==> config.mk <==
export PLATFORM = sky130hd
export DESIGN_NAME = serial_adder_flat
export DESIGN_NICKNAME = d
export VERILOG_FILES = /design/src/rtl/serial_adder_pkg.sv /design/src/rtl/serial_adder_if.sv /design/src/rtl/fulladdder.sv /design/src/rtl/serial_adder.sv /design/src/flat_wrapper.sv
export SDC_FILE = /design/constraint.sdc
export NUM_CORES = 1
export LEC_CHECK = 0
export CORE_ASPECT_RATIO = 0.7
export CORE_MARGIN = 2
export CORE_UTILIZATION = 51
export DETAILED_ROUTE_END_ITERATION = 12
export PLACE_DENSITY = 0.78
export SKIP_CTS_REPAIR_TIMING = 1
export SYNTH_ARGS = -nofsm -noshare
export SYNTH_HDL_FRONTEND = slang
export SYNTH_SLANG_ARGS = --single-unit
==> constraint.sdc <==
create_clock -name clk -period 2 [get_ports clk]
set_clock_uncertainty 0.2 [all_clocks]
set_input_delay 0.6 -clock clk [delete_from_list [all_inputs] [get_ports clk]]
set_output_delay 0.6 -clock clk [all_outputs]
set_load 0.1 [all_outputs]
==> src/rtl/serial_adder_pkg.sv <==
// serial_adder_pkg: shared types and helpers for the bit-serial adder.
//   state_e   - controller state encoding (IDLE=0, RUN=1, DONE=2)
//   cnt_width - width of the bit counter for a given operand width
package serial_adder_pkg;

  typedef enum logic [1:0] {
    StIdle = 2'd0,
    StRun  = 2'd1,
    StDone = 2'd2
  } state_e;

  localparam int unsigned DefaultWidth = 8;

  // One extra bit over clog2 so the counter can represent WIDTH itself.
  function automatic int unsigned cnt_width(input int unsigned width);
    return $clog2(width) + 1;
  endfunction

endpackage

==> src/rtl/serial_adder_if.sv <==
// serial_adder_if: request/result bundle of the bit-serial adder.
//   start, sub, a, b        - request (driven by master)
//   busy, done, sum, cout,  - status and registered result (driven by slave)
//   ovf
interface serial_adder_if #(
  parameter int unsigned WIDTH = 8
);

  logic             start;
  logic             sub;
  logic [WIDTH-1:0] a;
  logic [WIDTH-1:0] b;
  logic             busy;
  logic             done;
  logic [WIDTH-1:0] sum;
  logic             cout;
  logic             ovf;

  modport master (
    output start, sub, a, b,
    input  busy, done, sum, cout, ovf
  );

  modport slave (
    input  start, sub, a, b,
    output busy, done, sum, cout, ovf
  );

endinterface

==> src/rtl/fulladdder.sv <==
// fulladdder: 1-bit full adder cell.
//   In1, In2, Cin - addend bits and carry in
//   Sum, Cout     - sum bit and carry out
module fulladdder (
  input  logic In1,
  input  logic In2,
  input  logic Cin,
  output logic Sum,
  output logic Cout
);

  assign Sum  = In1 ^ In2 ^ Cin;
  assign Cout = (In1 & In2) | (Cin & (In1 ^ In2));

endmodule

==> src/rtl/serial_adder.sv <==
// serial_adder: bit-serial add/subtract, LSB first, one bit per clock.
//   clk   - clock, rising edge
//   rst_n - synchronous active-low reset
//   bus   - serial_adder_if slave: start/sub/a/b in; busy/done/sum/cout/ovf out
// Subtraction is a + ~b + 1 (carry seeded with sub). done is registered, so it
// appears in the IDLE cycle right after DONE.
module serial_adder
  import serial_adder_pkg::*;
#(
  parameter int unsigned WIDTH = DefaultWidth
) (
  input logic            clk,
  input logic            rst_n,
  serial_adder_if.slave  bus
);

  localparam int unsigned CntW = cnt_width(WIDTH);
  localparam logic [CntW-1:0] LastCnt = CntW'(WIDTH - 1);

  state_e           state_q, state_d;
  logic [WIDTH-1:0] a_q, a_d;
  logic [WIDTH-1:0] b_q, b_d;
  logic             c_q, c_d;
  logic [CntW-1:0]  cnt_q, cnt_d;
  // Partial result; holds the lower WIDTH-1 bits, the MSB comes straight from the cell.
  logic [WIDTH-2:0] acc_q, acc_d;
  logic [WIDTH-1:0] sum_q, sum_d;
  logic             cout_q, cout_d;
  logic             ovf_q, ovf_d;
  logic             done_q, done_d;

  logic fa_sum;
  logic fa_cout;

  fulladdder u_fa (
    .In1  (a_q[0]),
    .In2  (b_q[0]),
    .Cin  (c_q),
    .Sum  (fa_sum),
    .Cout (fa_cout)
  );

  always_comb begin
    state_d = state_q;
    a_d     = a_q;
    b_d     = b_q;
    c_d     = c_q;
    cnt_d   = cnt_q;
    acc_d   = acc_q;
    sum_d   = sum_q;
    cout_d  = cout_q;
    ovf_d   = ovf_q;
    done_d  = (state_q == StDone);

    case (state_q)
      StIdle: begin
        if (bus.start) begin
          state_d = StRun;
          a_d     = bus.a;
          b_d     = bus.sub ? ~bus.b : bus.b;
          c_d     = bus.sub;
          cnt_d   = '0;
        end
      end
      StRun: begin
        a_d              = a_q >> 1;
        b_d              = b_q >> 1;
        acc_d            = acc_q >> 1;
        acc_d[WIDTH-2]   = fa_sum;
        c_d              = fa_cout;
        cnt_d            = cnt_q + CntW'(1);
        if (cnt_q == LastCnt) begin
          state_d = StDone;
          sum_d   = {fa_sum, acc_q};
          cout_d  = fa_cout;
          // c_q is the carry into the MSB during the last bit.
          ovf_d   = c_q ^ fa_cout;
        end
      end
      StDone: begin
        state_d = StIdle;
      end
      default: begin
        state_d = StIdle;
      end
    endcase
  end

  always_ff @(posedge clk) begin
    if (!rst_n) begin
      state_q <= StIdle;
      a_q     <= '0;
      b_q     <= '0;
      c_q     <= 1'b0;
      cnt_q   <= '0;
      acc_q   <= '0;
      sum_q   <= '0;
      cout_q  <= 1'b0;
      ovf_q   <= 1'b0;
      done_q  <= 1'b0;
    end else begin
      state_q <= state_d;
      a_q     <= a_d;
      b_q     <= b_d;
      c_q     <= c_d;
      cnt_q   <= cnt_d;
      acc_q   <= acc_d;
      sum_q   <= sum_d;
      cout_q  <= cout_d;
      ovf_q   <= ovf_d;
      done_q  <= done_d;
    end
  end

  assign bus.busy = (state_q == StRun);
  assign bus.done = done_q;
  assign bus.sum  = sum_q;
  assign bus.cout = cout_q;
  assign bus.ovf  = ovf_q;

endmodule

==> src/flat_wrapper.sv <==
// flat-port wrapper written by rule: the top's interface ports become plain ports
module serial_adder_flat import serial_adder_pkg::*;
#(
  parameter int unsigned WIDTH = DefaultWidth
)
  (clk, rst_n, bus_start, bus_sub, bus_a, bus_b, bus_busy, bus_done, bus_sum, bus_cout, bus_ovf);
  serial_adder_if #(.WIDTH(WIDTH)) bus_i ();
  input logic clk;
  input logic rst_n;
  input wire logic [$bits(bus_i.start)-1:0] bus_start;
  input wire logic [$bits(bus_i.sub)-1:0] bus_sub;
  input wire logic [$bits(bus_i.a)-1:0] bus_a;
  input wire logic [$bits(bus_i.b)-1:0] bus_b;
  output wire logic [$bits(bus_i.busy)-1:0] bus_busy;
  output wire logic [$bits(bus_i.done)-1:0] bus_done;
  output wire logic [$bits(bus_i.sum)-1:0] bus_sum;
  output wire logic [$bits(bus_i.cout)-1:0] bus_cout;
  output wire logic [$bits(bus_i.ovf)-1:0] bus_ovf;
  assign bus_i.start = bus_start;
  assign bus_i.sub = bus_sub;
  assign bus_i.a = bus_a;
  assign bus_i.b = bus_b;
  assign bus_busy = bus_i.busy;
  assign bus_done = bus_i.done;
  assign bus_sum = bus_i.sum;
  assign bus_cout = bus_i.cout;
  assign bus_ovf = bus_i.ovf;
  serial_adder #(.WIDTH(WIDTH)) u_core (.clk(clk), .rst_n(rst_n), .bus(bus_i));
endmodule
-- Yosys cells after proc, flatten, opt, wreduce, memory -nomap -nowiden
Cells that the tools add are included.
- add/sub/neg operators: 1
- bitwise operators: 7
- reductions and logical operators: 5
- mux-type cells: 12
- eq/ne operators: 5
- operators by type and width (operator ; number):
    $pmux 8 s2 ; 2
    $mux 8 ; 3
    $not 8->8 ; 1
    $pmux 4 s2 ; 1
    $reduce_and 2->1 ; 3
    $add 4x1->4 const B ; 1
    $eq 4x3->1 const B ; 1
    $mux 2 ; 2
    $mux 4 ; 1
    $pmux 2 s2 ; 1
    $xor 1x1->1 ; 3
    $and 1x1->1 ; 2
    $eq 2x1->1 const B ; 1
    $eq 2x2->1 const B ; 1
    $logic_not 2->1 ; 1
    $ne 2x1->1 const B ; 1
    $ne 2x2->1 const B ; 1
    $pmux 1 s2 ; 1
    $reduce_bool 2->1 ; 1
    $mux 1 ; 1
    $or 1x1->1 ; 1
- register bits: 41

-- Longest topological paths before layout
Gate-level depths: netlist (run 1).
- depth in word-level cells: 4
- gate-level depth with buffers: 7
- depth with buffers taken out: 4

-- Hierarchy
A second synthesis (run 1) with hierarchy kept.
- cells, all modules: 196
- area, all modules: 1776.7 um2
- by module, submodules not included (module ; instances ; cells each ; area an instance (um2)):
    serial_adder ; 1 ; 195 ; 1756.7
    fulladdder ; 1 ; 1 ; 20.0

-- Worst setup path before layout (run 1)
OpenSTA, ideal clock, no wires.
- path kind: flip-flop to output port
- from: register u_core.state_q[1]
- to: output bus_busy
- data arrival time: 1202 ps
- path buffers: 3
- data required time: 1200 ps
- slack: -2 ps
- stages on the path, launching flop included: 6
- path through: dfxtp_1 buf_6 nand2b_4 buf_6 inv_1 buf_2
- word-level cells in the longest chain between the ends: 1
- ends and longest elaborated chain (element ; line ; source):
    from (decl) ; serial_adder.sv:20 ; state_e state_q, state_d;
    from (signal assigned) ; serial_adder.sv:91 ; state_q <= StIdle;
    from (signal assigned) ; serial_adder.sv:102 ; state_q <= state_d;
    $eq 2x1->1 ; serial_adder.sv:115 ; assign bus.busy = (state_q == StRun);
    to (decl) ; flat_wrapper.sv:14 ; output wire logic [$bits(bus_i.busy)-1:0] bus_busy;
Every way passes these cells.

-- Final worst setup path (run 1)
Same ends and word-level chain as after synthesis.

==> metrics.yaml, run 1 <==
synth_top_flop_cell: "dfxtp_1"
comb_power_share_pct: 13.8
reg2reg_slack_ps: 390
crit_buf_inv: 2
pin_count: 32
hold_path.class: "register to register"
die_height_um: 53.25
p_sw_share_pct: 26.22
crit_arrival_ps: 1130
antenna_cells: 0
gr-total-overflow: 0
cts_root_buffer: "clkbuf_8"
maxSlewViolCount: 0
synth_compound_area_share_pct: 24.93
leakage_uw: 0.0008439
synthXorXnorAreaFrac_pct: 4.462
grt_usage_pct: 22.96
slowest_delay_ps: 380
cp_cell_sequence: "nand2b_4, inv_2, buf_12"
grt_pass1_wl_um: 6665
relSlewSlack_pct: 69.66
finalCritPeriodShare_pct: 96.36
clock_latency_ps: 300
first_pass_iters: 4
synth_seq_cells: 41
finalWeightedCongestion: 0.8006
vias: 1598
grt_start_max_net_pins: 21
first_iter_violations: 128
synthCells: 195
min_to: "u_core.acc_q[1]"
clkTransAtPathRegs_ps: 80
yosys.area_share.simple_pct: 15.30
die_w_um: 74.35
synthAdderAreaFrac_pct: 1.841
nets: 254
switchingPower_uw: 427.9
rsz0062_at_grt: "no"
power_density_nw_per_um2: 690.5
crit_fanout: 9
layout-drive-gt1-share_pct: 17.17
first_global_vias: 1450
critPathSlowestCell: "dfxtp_4"
p_clk_share_pct: 32.5
finalPower_uw: 1632
outcome: "completed"
die-area_um2: 3959
final.setup.tns_ps: 0
rows: 17
cts.sinks: 41
holdPathStages: 2
vdd_drop_max_uv: 381.8
h-tree-depth: 2
wl_per_cell_um: 14.51
r2r_end: "u_core.bus.sum[0]"
yosys_warnings: 0
required_ps: 1200
maxCapViolations: 0
p_int_uw: 1204
synthArstFlopShare_pct: 0
synth-seq-area-share_pct: 46.46
layout_common_cells: "40 x dfxtp_1, 26 x a21oi_1, 19 x clkdlybuf4s50_1, 18 x nand2_1, 15 x buf_4"
hold_viol: 0
cts_made_buffers: 5
syn_avg_cell_area_um2: 9.060
crit_family: "flip-flops"
start_util_pct: 54.64
syn2layout_area_growth_pct: 33.78
yosys-mux-area-fraction_pct: 0.5666
min_from: "u_core.acc_q[2]"
r2r_cells: 5
cts_tree: "done"
antenna_found_initial: 0
finalSetupViolations: 0
io_buffers: 31
worstSetupStartpointType: "register"
avgViaCountPerCell: 5.707
synth_top_family_by_area: "compound AO/OA/AOI/OAI gates"
seqPwrFrac_pct: 53.7
worst_slew_pin_slew_ps: 453.4
hpwl_um: 2901
synth-edff-count: 0
core_um2: 3233
rr_startpoint: "u_core.cnt_q[0]"
synth_fp_nets: 217
fin_crit_ps: 1927
synth_cell_types: 37
drc: 0
netlist_area_um2: 1767
finalCoreUtilization_pct: 73.10
clock_tree.buffer_depth: 2
ant_nets: 0
fmax_mhz: 518.9
critPathKind: "register to output port"
final_common_cell: "dfxtp_1"
cp-end-kind: "output port"
wl_um: 4063
==> worst reg2reg max path, stage by stage (launching register included) <==
cell and delay (ps):
dfxtp_1 380, ha_1 230, and3b_1 310, buf_4 200, nand3_1 90, a21oi_1 150
==> flip-flops by register name, summed over array words and instances (netlist names), 2 cells and up <==
signal          cells
u_core.a_q          8
u_core.acc_q        7
u_core.b_q          8
u_core.bus.sum      8
u_core.cnt_q        4
u_core.state_q      2
==> layout make-up <==
class	instances	area [um2]
multi-input cells	133	832.0
flip-flops and latches	41	824.5
clock inverters	3	17.52
clock buffers	5	68.82
inverters	5	18.77
well taps	47	58.81
repair buffers	46	543.0
fillers	229	869.6
==> power groups by stage <==
stage	Sequential [uW]	Clock (uW)	Combinational (uW)
floorplan	887	0	142
global placement	894	0	209
detailed placement	895	0	217
CTS	877	534	218
global route	880	585	242
finish	876	530	225
==> layer usage <==
| metal | up-vias | part of all wire [%] | GRT usage, % |
|---|---|---|---|
| li1 | 785 | - | - |
| met1 | 750 | 46 | 30.34 |
| met2 | 53 | 46 | 33.78 |
| met3 | 10 | 6.6 | 8.762 |
| met4 | 0 | 1.8 | 9.226 |
| met5 | - | 0 | 0 |
==> cell usage after synthesis, types with 2 or more instances <==
| cell | number | area share [%] |
|---|---|---|
| dfxtp_1 | 41 | 46 |
| a21oi_1 | 26 | 7.4 |
| nand2_1 | 18 | 3.8 |
| nand3_1 | 12 | 3.4 |
| o21ai_0 | 11 | 3.1 |
| nor2_1 | 10 | 2.1 |
| o221ai_1 | 9 | 4.5 |
| xnor2_1 | 9 | 4.5 |
| a221o_1 | 7 | 4.0 |
| buf_2 | 7 | 2.0 |
| o22ai_1 | 7 | 2.5 |
| clkbuf_1 | 5 | 1.1 |
| buf_6 | 3 | 1.9 |
| inv_1 | 3 | 0.64 |
| a31oi_1 | 2 | 0.71 |
| clkinv_1 | 2 | 0.43 |
| nor2b_1 | 2 | 0.71 |
| nor3_1 | 2 | 0.57 |
==> per-stage QoR <==
step / worst slack [ps] / hold slack, ps / cell area, um2 / cells
2_1_floorplan: 158.1 / 236.6 / 1769 / 195
3_3_place_gp: -138.7 / 244.2 / 2251 / 269
3_5_place_dp: -157.9 / 263.6 / 2251 / 269
4_1_cts: -134.4 / 275.0 / 2337 / 277
5_1_grt: 18.51 / 288.8 / 2364 / 280
6_report: 72.76 / 271.6 / 2364 / 280
==> cells by family (layout without fill, tap and decap cells) <==
kind of cell	after synthesis	after routing
adder cells (fa/ha/maj)	2	2
XOR/XNOR	9	9
AND/OR/NAND/NOR	54	54
AO/OA/AOI/OAI	67	67
buffers and inverters	21	59
multiplexers	1	1
flip-flops	41	41
==> how the worst max path moves through the flow <==
stage                            startpoint             to  slack, ps  cells after the start
after floorplan           u_core.state_q[1]       bus_busy        160                      5
after global placement            bus_start     u_core.c_q       -140                      4
after detailed placement              rst_n  u_core.b_q[0]       -160                      4
after CTS                 u_core.state_q[1]       bus_busy       -130                      3
after global routing                  rst_n  u_core.b_q[1]         20                      4
final                     u_core.state_q[1]       bus_busy         70                      3
No activity file was read; power rests on OpenSTA's default activity.
==> inputs of run 2 (changes only) <==
--- a/config.mk
+++ b/config.mk
@@ -6,7 +6,7 @@
 export NUM_CORES = 1
 export LEC_CHECK = 0
 export CORE_ASPECT_RATIO = 0.7
-export CORE_MARGIN = 2
+export CORE_MARGIN = 4
 export CORE_UTILIZATION = 51
 export DETAILED_ROUTE_END_ITERATION = 12
 export PLACE_DENSITY = 0.78
==> run 2 against run 1 <==
  * Register-to-register slack worse by 30 ps
  * Total power up 6.5%
  * Fmax down 0.49%
  * Combinational power down 2%
  * Via count down 2.6%
  * Clock-buffer cell count unchanged
  * Setup slack worse by 9.5 ps
  * Routed wire length up 3.9%
  * Sequential power about the same
  * Critical path type unchanged
==> metrics.yaml, run 2 (synthesis gave the netlist of run 1 again) <==
outcome: "completed"
clock_tree.buffer_depth: 2  # unchanged
route.met2.wl_um: 2040  # +8.9%
dp.cells: 269  # unchanged
ant_nets: 0  # unchanged
highest_layer: "met4"
vdd_drop_max_uv: 531.8  # +39%
clock_latency_ps: 290  # about the same
worst_slew_pin_slew_ps: 485.4  # +32.06 ps
layout-drive-gt1-share_pct: 15.72  # -1.4 points
grt_start_max_net_pins: 21  # unchanged
hold_viol: 0  # unchanged
placed_cell_area_um2: 2251  # unchanged
fin_crit_ps: 1937  # +9.488 ps
fmax_mhz: 516.3  # -0.49%
drc: 0  # unchanged
gr-total-overflow: 0  # unchanged
first_iter_violations: 113  # -12%
hpwl_um: 3019  # +4.1%
critPathKind: "register to output port"
crit_arrival_ps: 1140  # about the same
cts_tree: "done"
finalSetupViolations: 0  # unchanged
first_global_vias: 1551  # +7.0%
layout_common_cells: "40 x dfxtp_1, 26 x a21oi_1, 19 x clkdlybuf4s50_1, 18 x nand2_1"
required_ps: 1200  # about the same
core_um2: 3233  # unchanged
leakage_uw: 0.0008402  # -0.44%
wl_um: 4223  # +3.9%
rows: 17  # unchanged
cts.sinks: 41  # unchanged
avgViaCountPerCell: 5.641  # -1.2%
crit_fanout: 10  # +1
rr_startpoint: "u_core.cnt_q[0]"
place_ws_ps: -186.0  # -28.12 ps
cp-end-kind: "output port"
wl_met1_um: 1859  # +0.54%
vias: 1557  # -2.6%
grt_usage_pct: 20.67  # -2.3 points
die_height_um: 57.25  # +7.5%
wl_per_cell_um: 15.30  # +5.4%
nets: 251  # -1.2%
io_buffers: 31  # unchanged
critPathLaunch: "u_core.state_q[1]"
power_density_nw_per_um2: 737.0  # +6.7%
finalPower_uw: 1738  # +6.5%
grt_pass1_wl_um: 7286  # +9.3%
final_common_cell: "dfxtp_1"
min_from: "u_core.acc_q[0]"
hold_path.class: "register to register"
die-area_um2: 4485  # +13%
cts_made_buffers: 5  # unchanged
wl_met3_um: 289  # +8.2%
antenna_cells: 0  # unchanged
relSlewSlack_pct: 67.52  # -2.1 points
layout.cells.non_filler: 276  # -1.4%
maxSlewViolCount: 0  # unchanged
finalWorstSetupSlack_ps: 63.27  # -9.488 ps
rsz0062_at_grt: "no"
finalCritPeriodShare_pct: 96.84  # +0.47 points
maxCapViolations: 0  # unchanged
pin_count: 32  # unchanged
syn2layout_area_growth_pct: 33.50
first_pass_iters: 4  # unchanged
worstSetupStartpointType: "register"
die_w_um: 78.35  # +5.4%
finalWeightedCongestion: 0.7967  # -0.49%
start_util_pct: 54.64  # unchanged
h-tree-depth: 2  # unchanged
fin_area_um2: 2359  # -0.21%
clkTransAtPathRegs_ps: 70  # about the same
antenna_found_initial: 0  # unchanged
cts_root_buffer: "clkbuf_8"
[run 2: changes by cell type in the layout (fill, tap and decap cells not counted), sizes merged]
cell / before / now
bufinv: 0 / 1
clkinvlp: 1 / 0
buf: 27 / 24
clkinv: 4 / 3
[run 2: critical path: stages (launching register included)]
cell and delay (ps):
dfxtp_4 370, nand2b_4 200, inv_2 100, buf_12 170
[run 2: worst paths after layout]
kind                                     endpoint  slack, ps  cells after the start
worst max-delay path                     bus_busy         60                      3
worst min-delay path              u_core.acc_q[0]        270                      2
worst max register to register  u_core.bus.sum[3]        360                      4
worst min register to register    u_core.acc_q[0]        270                      2
[run 2: where the power goes]
group          switching [uW]  internal [uW]  total (uW)
clock                     278            363         640
combinational             110            110         220
sequential               28.9            849         877
total                     417           1320        1740
[run 2: routing by layer]
layer,up-vias,GRT usage [%]
met4,0,6.234
met5,-,0
li1,775,-
met1,721,26.73
met2,57,32.44
met3,4,7.729
[run 2: stage by stage]
step                TNS, ps  hold slack, ps  utilization, %
floorplan                 0           236.6               -
global placement      -1625           244.2           69.62
detailed placement    -2154           266.5           69.62
CTS                  -125.3           277.3           72.83
global route              0           291.5           72.95
finish                    0           274.4           72.95
[run 2: cell type report]
class                   count  area, um2
clock inverters             2      35.03
inverters                   5      18.77
flip-flops and latches     41      824.5
well taps                  47      58.81
fillers                   250      874.6
clock buffers               5      68.82
repair buffers             43      520.5
multi-input cells         133      832.0
